===== src/rtl/cci_mpf_prim_ram_port_arb_pkg.sv =====
// Shared types and the round-robin pick function for the RAM port arbiter.
// Widths are sized for the largest supported requester count (16).
package cci_mpf_prim_ram_port_arb_pkg;

  localparam int unsigned MaxReq = 16;
  localparam int unsigned IDW    = 4;

  typedef enum logic [0:0] {WAIT_RDY, RUN} t_arb_state;

  typedef struct packed {
    logic           valid;
    logic [IDW-1:0] id;
  } t_tag;

  typedef struct packed {
    logic           found;
    logic [IDW-1:0] idx;
  } t_pick;

  // First set bit of req at ptr+1, ptr+2, ... modulo n.
  function automatic t_pick rr_pick(input logic [MaxReq-1:0] req, input logic [IDW-1:0] ptr,
                                    input int unsigned n);
    t_pick          p;
    logic [IDW-1:0] j;
    p = '0;
    for (int unsigned k = 1; k <= MaxReq; k++) begin
      if (k <= n && !p.found) begin
        j = IDW'((32'(ptr) + k) % n);
        if (req[j]) begin
          p.found = 1'b1;
          p.idx   = j;
        end
      end
    end
    return p;
  endfunction

endpackage


===== src/rtl/cci_mpf_prim_rr_arb.sv =====
// N-way round-robin picker with its priority pointer register.
// The pointer rests on the last winner; the search starts one past it.
module cci_mpf_prim_rr_arb
  import cci_mpf_prim_ram_port_arb_pkg::*;
#(
  parameter int unsigned N = 4
) (
  input  logic           clk0,
  input  logic           reset,
  input  logic           en_i,
  input  logic [N-1:0]   req_i,
  output logic [N-1:0]   grant_o,
  output logic           grant_valid_o,
  output logic [IDW-1:0] grant_idx_o
);

  logic [IDW-1:0] ptr_q, ptr_d;
  t_pick          pick;

  always_comb begin
    pick          = rr_pick(MaxReq'(req_i), ptr_q, N);
    grant_o       = '0;
    grant_valid_o = 1'b0;
    grant_idx_o   = pick.idx;
    ptr_d         = ptr_q;
    if (en_i && pick.found) begin
      grant_o       = {{(N-1){1'b0}}, 1'b1} << pick.idx;
      grant_valid_o = 1'b1;
      ptr_d         = pick.idx;
    end
  end

  always_ff @(posedge clk0) begin
    if (reset) begin
      ptr_q <= IDW'(N - 1);
    end else begin
      ptr_q <= ptr_d;
    end
  end

endmodule


===== src/rtl/cci_mpf_prim_ram_port_arb.sv =====
// Shares RAM port 0 among N_REQ requesters with read responses routed back by tag.
// Define CCI_MPF_PRIM_RAM_PORT_ARB_STATS_EN to add conflict and per-requester grant counters.
module cci_mpf_prim_ram_port_arb
  import cci_mpf_prim_ram_port_arb_pkg::*;
#(
  parameter int unsigned N_REQ               = 4,
  parameter int unsigned N_ENTRIES           = 32,
  parameter int unsigned N_DATA_BITS         = 64,
  parameter int unsigned N_OUTPUT_REG_STAGES = 0,
  localparam int unsigned AW    = $clog2(N_ENTRIES),
  localparam int unsigned IdW   = $clog2(N_REQ),
  localparam int unsigned RdLat = 1 + N_OUTPUT_REG_STAGES
) (
  input  logic                         clk0,
  input  logic                         reset,
  input  logic                         ram_rdy,
  input  logic [N_REQ-1:0]             req_valid,
  input  logic [N_REQ-1:0]             req_wen,
  input  logic [N_REQ*AW-1:0]          req_addr,
  input  logic [N_REQ*N_DATA_BITS-1:0] req_wdata,
  output logic [N_REQ-1:0]             req_grant,
  output logic                         rsp_valid,
  output logic [IdW-1:0]               rsp_id,
  output logic [N_DATA_BITS-1:0]       rsp_data,
  output logic [AW-1:0]                ram_addr,
  output logic                         ram_wen,
  output logic [N_DATA_BITS-1:0]       ram_wdata,
  input  logic [N_DATA_BITS-1:0]       ram_rdata
`ifdef CCI_MPF_PRIM_RAM_PORT_ARB_STATS_EN
  ,
  output logic [31:0]                  stat_conflict_cnt,
  output logic [N_REQ*32-1:0]          stat_grant_cnt
`endif
);

  t_arb_state state_q, state_d;
  logic       grant_valid;
  logic [IDW-1:0] grant_idx;
  logic                   wen_q, wen_d;
  logic [AW-1:0]          addr_q, addr_d;
  logic [N_DATA_BITS-1:0] wdata_q, wdata_d;
  // Index 0 travels with the command register; index RdLat lines up with ram_rdata.
  t_tag tag_q [RdLat+1];
  t_tag tag_d [RdLat+1];

  always_comb begin
    state_d = state_q;
    if (state_q == WAIT_RDY && ram_rdy) state_d = RUN;
  end

  cci_mpf_prim_rr_arb #(
    .N (N_REQ)
  ) u_rr_arb (
    .clk0          (clk0),
    .reset         (reset),
    .en_i          (state_q == RUN),
    .req_i         (req_valid),
    .grant_o       (req_grant),
    .grant_valid_o (grant_valid),
    .grant_idx_o   (grant_idx)
  );

  always_comb begin
    wen_d   = 1'b0;
    addr_d  = addr_q;
    wdata_d = wdata_q;
    tag_d[0].valid = 1'b0;
    tag_d[0].id    = grant_idx;
    if (grant_valid) begin
      wen_d   = req_wen[IdW'(grant_idx)];
      addr_d  = req_addr[32'(grant_idx) * AW +: AW];
      wdata_d = req_wdata[32'(grant_idx) * N_DATA_BITS +: N_DATA_BITS];
      tag_d[0].valid = !req_wen[IdW'(grant_idx)];
    end
    for (int i = 1; i <= RdLat; i++) tag_d[i] = tag_q[i-1];
  end

  always_ff @(posedge clk0) begin
    if (reset) begin
      state_q <= WAIT_RDY;
      wen_q   <= 1'b0;
      addr_q  <= '0;
      wdata_q <= '0;
      for (int i = 0; i <= RdLat; i++) tag_q[i] <= '0;
    end else begin
      state_q <= state_d;
      wen_q   <= wen_d;
      addr_q  <= addr_d;
      wdata_q <= wdata_d;
      for (int i = 0; i <= RdLat; i++) tag_q[i] <= tag_d[i];
    end
  end

  assign ram_wen   = wen_q;
  assign ram_addr  = addr_q;
  assign ram_wdata = wdata_q;
  assign rsp_valid = tag_q[RdLat].valid;
  assign rsp_id    = IdW'(tag_q[RdLat].id);
  assign rsp_data  = ram_rdata;

`ifdef CCI_MPF_PRIM_RAM_PORT_ARB_STATS_EN
  logic [31:0] conflict_q, conflict_d;
  logic [31:0] gcnt_q [N_REQ];
  logic [31:0] gcnt_d [N_REQ];

  always_comb begin
    conflict_d = conflict_q;
    // x & (x-1) is nonzero exactly when two or more bits are set.
    if (state_q == RUN && (req_valid & (req_valid - 1'b1)) != '0 && conflict_q != '1) begin
      conflict_d = conflict_q + 32'd1;
    end
    for (int i = 0; i < N_REQ; i++) begin
      gcnt_d[i] = gcnt_q[i];
      if (req_grant[i] && gcnt_q[i] != '1) gcnt_d[i] = gcnt_q[i] + 32'd1;
    end
  end

  always_ff @(posedge clk0) begin
    if (reset) begin
      conflict_q <= '0;
      for (int i = 0; i < N_REQ; i++) gcnt_q[i] <= '0;
    end else begin
      conflict_q <= conflict_d;
      for (int i = 0; i < N_REQ; i++) gcnt_q[i] <= gcnt_d[i];
    end
  end

  assign stat_conflict_cnt = conflict_q;
  for (genvar g = 0; g < N_REQ; g++) begin : g_stat
    assign stat_grant_cnt[g*32 +: 32] = gcnt_q[g];
  end
`endif

endmodule

===== config.mk =====
export PLATFORM = sky130hd
export DESIGN_NAME = cci_mpf_prim_ram_port_arb
export DESIGN_NICKNAME = d
export VERILOG_FILES = /design/src/rtl/cci_mpf_prim_ram_port_arb_pkg.sv /design/src/rtl/cci_mpf_prim_rr_arb.sv /design/src/rtl/cci_mpf_prim_ram_port_arb.sv
export SDC_FILE = /design/constraint.sdc
export NUM_CORES = 1
export LEC_CHECK = 0
export BUFFER_PORTS_ARGS = -buffer_cell sky130_fd_sc_hd__buf_2
export CORE_AREA = 2 2 191 193
export DETAILED_ROUTE_END_ITERATION = 16
export DIE_AREA = 0 0 193 195
export PLACE_DENSITY_LB_ADDON = 0.3
export SKIP_LAST_GASP = 1
export SLEW_MARGIN = 5
export SYNTH_ARGS = -nofsm -noshare
export SYNTH_HDL_FRONTEND = slang
export SYNTH_SLANG_ARGS = --single-unit

===== constraint.sdc =====
create_clock -name clk0 -period 5.05 [get_ports clk0]
set_clock_uncertainty 0.1 [all_clocks]
set_input_delay 0.505 -clock clk0 [delete_from_list [all_inputs] [get_ports clk0]]
set_output_delay 0.505 -clock clk0 [all_outputs]
set_load 0.005 [all_outputs]

## Word level (Yosys, flattened, before mapping)

Memory sizes are Yosys's and may differ from the RTL's.
Cells that the tools add are included.

| storage, ports and cells | value |
|---|---|
| memories kept | 1 |
| output and inout port bits | 141 |
| bits in registers | 73 |
| RAM bits | 10 |

Memory list:

| name | depth | bits a word | read ports | clocked after memory_dff | wr ports | line | RTL |
|---|---|---|---|---|---|---|---|
| tag_q | 2 | 5 | 2 | 0 | 2 | cci_mpf_prim_ram_port_arb.sv:43 | `t_tag tag_q [RdLat+1];` |

| cells by class | value |
|---|---|
| bitwise gates (word level) | 4 |
| multipliers | 1 |
| mux-type cells | 25 |
| shifts and indexed selects | 3 |
| $add $sub $neg | 4 |
| magnitude comparators | 5 |
| reductions and logical operators | 4 |

Operators by type and width:

| kind | number |
|---|---|
| $shiftx 256x11->64 | 1 |
| $mux 5 | 9 |
| $lt 2x5->1 const B | 4 |
| $shiftx 20x8->5 | 1 |
| $bmux 1 s2 | 5 |
| $mux 1 | 10 |
| $mul 4x3->7 const B | 1 |
| $add 2x1->2 const B | 2 |
| $add 2x2->2 const B | 2 |
| $mux 4 | 1 |
| $shl 1x4->4 const A | 1 |
| $lt 2x3->1 const B | 1 |
| $logic_and 1x1->1 | 2 |
| $not 1->1 | 2 |
| $or 1x1->1 | 2 |
| $reduce_or 2->1 | 1 |
| $logic_not 1->1 | 1 |

## Longest topological paths before layout

| logic depth | value |
|---|---|
| depth after elaboration | 15 |
| gate-level depth with buffers | 8 |

## By module

A second synthesis with hierarchy kept.

| unflattened totals | value |
|---|---|
| cells, all modules | 651 |
| area total of the unflattened synthesis | 6598.8 um2 |

Modules (own cells, without submodules):

| module | cells an instance | area an instance (um2) | sequential area each (um2) | instances |
|---|---|---|---|---|
| cci_mpf_prim_ram_port_arb | 621 | 6317.3 | 1541.5 | 1 |
| cci_mpf_prim_rr_arb | 30 | 281.5 | 40.0 | 1 |

## Worst setup path before layout

OpenSTA, ideal clock, no wires.

| timing path | value |
|---|---|
| path kind | input to output |
| from | in req_valid[3] |
| to | out req_grant[0] |
| data required time | 4445 ps |
| setup slack | 3031 ps |
| cell stages on the path | 5 |
| arrival | 1414 ps |
| buffers on the path | 2 |
| path through | or2_2 -> o221a_2 -> buf_6 -> buf_2 -> nor3_1 |

| between the ends | value |
|---|---|
| cells in the longest elaborated chain, start to end | 11 |
| elaborated cells on any way between the ends | 18 |
| classes of those cells | 1 x shift; 16 x mux; 1 x reduce/logical |

RTL lines:

| item | line | RTL |
|---|---|---|
| start, declared | cci_mpf_prim_ram_port_arb.sv:17 | `input logic [N_REQ-1:0] req_valid,` |
| $bmux 1 s2 | cci_mpf_prim_ram_port_arb_pkg.sv:29 | `if (req[j]) begin` |
| $mux 1 (implied by the code) | cci_mpf_prim_ram_port_arb_pkg.sv:29 |  |
| $mux 5 (2 in a row) | cci_mpf_prim_ram_port_arb_pkg.sv:29 |  |
| $mux 5 | cci_mpf_prim_ram_port_arb_pkg.sv:27 | `if (k <= n && !p.found) begin` |
| $mux 5 | cci_mpf_prim_ram_port_arb_pkg.sv:29 |  |
| $mux 5 | cci_mpf_prim_ram_port_arb_pkg.sv:27 |  |
| $mux 5 | cci_mpf_prim_ram_port_arb_pkg.sv:29 |  |
| $mux 5 * | cci_mpf_prim_ram_port_arb_pkg.sv:27 |  |
| $shl 1x4->4 | cci_mpf_prim_rr_arb.sv:27 | `grant_o = {{(N-1){1'b0}}, 1'b1} << pick.idx;` |
| $mux 4 * | cci_mpf_prim_rr_arb.sv:26 | `if (en_i && pick.found) begin` |
| end, declared | cci_mpf_prim_ram_port_arb.sv:21 | `output logic [N_REQ-1:0] req_grant,` |

Mark *: on every way between the ends. The rest lies on a longest branch, timed or not. The select of a mux whose other input is x is not followed.

## Final worst setup path

| timing path | value |
|---|---|
| from | reg u_rr_arb.ptr_q[0] |
| to | reg wdata_q[47] (netlist: ram_wdata[47]) |

| between the ends | value |
|---|---|
| cells in the longest elaborated chain, start to end | 11 |
| elaborated cells on any way between the ends | 22 |
| classes of those cells | 4 x add/sub; 1 x shift; 16 x mux; 1 x reduce/logical |

RTL lines:

| item | line | RTL |
|---|---|---|
| start, declared | cci_mpf_prim_rr_arb.sv:17 | `logic [IDW-1:0] ptr_q, ptr_d;` |
| start signal, assigned | cci_mpf_prim_rr_arb.sv:35 | `ptr_q <= IDW'(N - 1);` |
| start signal, assigned | cci_mpf_prim_rr_arb.sv:37 | `ptr_q <= ptr_d;` |
| $add 2x1->2 | cci_mpf_prim_ram_port_arb_pkg.sv:28 | `j = IDW'((32'(ptr) + k) % n);` |
| $bmux 1 s2 | cci_mpf_prim_ram_port_arb_pkg.sv:29 |  |
| $mux 1 (implied by the code) | cci_mpf_prim_ram_port_arb_pkg.sv:29 |  |
| $mux 5 (2 in a row) | cci_mpf_prim_ram_port_arb_pkg.sv:29 |  |
| $mux 5 | cci_mpf_prim_ram_port_arb_pkg.sv:27 |  |
| $mux 5 | cci_mpf_prim_ram_port_arb_pkg.sv:29 |  |
| $mux 5 | cci_mpf_prim_ram_port_arb_pkg.sv:27 |  |
| $mux 5 | cci_mpf_prim_ram_port_arb_pkg.sv:29 |  |
| $mux 5 * | cci_mpf_prim_ram_port_arb_pkg.sv:27 |  |
| $shiftx 256x11->64 | cci_mpf_prim_ram_port_arb.sv:72 | `wdata_d = req_wdata[32'(grant_idx) * N_DATA_BITS +: N_DATA_BITS];` |
| end signal, assigned | cci_mpf_prim_ram_port_arb.sv:89 | `wdata_q <= wdata_d;` |
| end, declared | cci_mpf_prim_ram_port_arb.sv:41 | `logic [N_DATA_BITS-1:0] wdata_q, wdata_d;` |

Marked as above.
A chain may end at the register's enable or synchronous reset.

==> flow_summary.yaml <==
yosys:
  syn_area_per_cell_um2: 10.2
  synth_area_leaders: "dfxtp_1 (31%), mux2i_1 (28%), buf_4 (12%)"
  synth_cell_types: 32
  synth_top_cell_area_share: 0.311
  ys_async_sr_fraction: 0
  synthCells: 499
  ys.flop_type: "dfxtp_1"
  yosys.area.top_type: "dfxtp_1"
  synthTopCellsByCount: "mux2i_1 (140), buf_4 (82), dfxtp_1 (79), nand2_1 (70), o221ai_1 (45)"
  syn_area_um2: 5080
  synth_fp_nets: 850
  synth.yosys.seq_area_share: 0.311
  synthMostInstantiatedCell: "mux2i_1"
  yosysWarnings: 0
  ys_ff_latch: 79
  synth_edf_count: 0
drt:
  wirelength_um: 19200
  wl_met2_um: 9890
  wl_met3_um: 1610
  wl_met1_um: 7060
  ant_nets: 0
  first_iter_violations: 116
  dr.max_layer_used: "met4"
  vias_per_cell: 3.84
  vias: 4775
  wl_per_cell_um: 15.4
  dr.pass1.iters: 4
  drc: 0
worst_setup_path:
  worstPathMaxFanout: 40
  rrSetupSlack_ns: 2.19
  end_kind: "flip-flop"
  reg2reg_depth: 5
  critPathArrivalTime_ns: 2.97
  startpoint: "u_rr_arb.ptr_q[0]$_SDFFE_PP1P_"
  endpoint: "ram_wdata[47]$_SDFFE_PP0P_"
  worst_r2r_endpoint: "ram_wdata[47]$_SDFFE_PP0P_"
  crit_type: "flip-flop to flip-flop"
  critPathRequiredTime_ns: 5.16
  crit-reg2reg-launch: "u_rr_arb.ptr_q[0]$_SDFFE_PP1P_"
  crit_path_start_kind: "flip-flop"
cells_and_area:
  num_antenna_cells: 0
  final_nets: 1127
  areaGrowthSynthToFinish_pct: 40.3
  drive_above_1_share: 0.535
worst_hold_path:
  hold_start: "ram_rdy"
  hold_path_class: "input pin to flip-flop"
sta:
  worst_slew_pin_slew_ns: 1.04
  clock.fmax_ghz: 0.349
  period_needed_ns: 2.86
  finalHoldViolCount: 0
  setup_viol: 0
  tns_ns: 0
  relSlewSlack: 0.309
  min_period_over_period: 0.567
  rsz0062_at_grt: "false"
  slew_viol_final: 0
floorplan:
  die-area_um2: 37600
  start_util: 0.143
  core.rowCount: 69
  coreArea_um2: 35400
  die_h_um: 195
  fp.dieW_um: 193
  io_pins: 492
clocking:
  clk_latency_ns: 0.35
  clock_path_buffers: 2
  cts_root_buf: "clkbuf_16"
  cts_setup_buffers: 0
  h-tree-depth: 3
  cts_sinks: 79
  cts_inserted_buffers: 9
  clk_pin_slew_worst_paths_ns: 0.07
  cts.hold.buffers_added: 0
  cts_tree: "yes"
  ctsResizeCount: 0
power_and_ir_drop:
  power.leakage_nw: 3.38
  cellPowerDensity_nw_per_um2: 292
  vdd_ir_drop_max_v: 0.000220
  total_power_mw: 2.08
global_routing:
  grt_overflow: 0
  grt_usage: 0.0982
  grt_pass1_wl_um: 27500
  grt_max_degree: 52
  antenna_found_initial: 0
  first_global_vias: 4841
placement:
  dpl.hpwl_um: 15100
  io_buffers: 363
  place_congestion: 0.738
flow_run:
  max-cap-violations: 0
run_status:
  outcome: "complete, no violations"
## kinds of logic after synthesis
kind of cell	after synthesis	share of synthesized area
AOI/OAI and AO/OA	80	0.168
muxes	142	0.280
and+or+nand+nor	93	0.0786
buffers and inverters	105	0.161
DFF	79	0.311
## worst min path at each step
stage,endpoint,slack (ns),cells past startpoint
after floorplan,tag_q[0][5]$_SDFF_PP0_,0.31,1
after global placement,tag_q[0][9]$_SDFF_PP0_,0.32,1
after detailed placement,tag_q[0][6]$_SDFF_PP0_,0.33,1
after CTS,state_q$_SDFFE_PP0P_,0.23,3
after global routing,state_q$_SDFFE_PP0P_,0.27,3
final,state_q$_SDFFE_PP0P_,0.26,3
## per-layer routing
layer	vias up	GRT usage
li1	2337	-
met1	2172	0.102
met2	224	0.178
met3	42	0.0316
met4	0	0.0441
met5	-	0
## where the power goes
part / internal [mW] / total, mW / leakage, nW / switching [mW]
clock network: 0.535 / 0.832 / 0.172 / 0.297
logic: 0.270 / 0.532 / 2.56 / 0.262
registers: 0.685 / 0.718 / 0.648 / 0.0325
## sequential cells by signal, indices dropped and copies added (netlist names)
signal and cells:
ram_wdata 64, u_rr_arb.ptr_q 2, ram_wen 1, tag_q 6, state_q 1, ram_addr 5
## layout by cell type, fill, tap and decap left out, types with 2 or more instances in the layout
master      netlist  final
and2_1            4      3
mux2i_1         140    140
nand2_1          70     70
mux2_2            2      2
nor3_1            2      2
bufinv_16         0      4
nor2_1            5      5
o21ai_0           2      2
nor2b_1           4      4
buf_2             6    363
clkinvlp_4        0      2
and2b_1           2      2
dfxtp_1          79     79
o22ai_1           2      2
nand2b_1          2      2
buf_12            0      2
clkbuf_16         0      9
o221ai_1         45     45
o221ai_2         24     24
buf_4            82      5
## cell type report
cell class / instances / area (um^2)
multi-input cells: 315 / 2700
clock inverters: 7 / 144
clock buffers: 9 / 225
flip-flops and latches: 79 / 1580
well taps: 461 / 577
fillers: 3981 / 28300
inverters: 1 / 3.75
repair buffers: 370 / 1890
## worst max-delay path, stage by stage (launching register included)
cell      delay (ns)
dfxtp_1         0.37
and2b_1         0.21
o21ai_1         0.31
a311o_2         0.93
buf_4           0.56
o221ai_1        0.17
## per-stage QoR
step	hold slack [ns]	cells	util	instance area [um^2]	setup WS [ns]
global placement	0.321	1226	0.191	6750	1.95
finish	0.257	1242	0.201	7120	2.19
CTS	0.233	1242	0.201	7120	2.16
detailed placement	0.332	1226	0.191	6750	1.88
floorplan	0.314	499	-	5080	3.03
global route	0.271	1242	0.201	7120	1.89
Note: power is estimated with default switching activity, not from simulation.
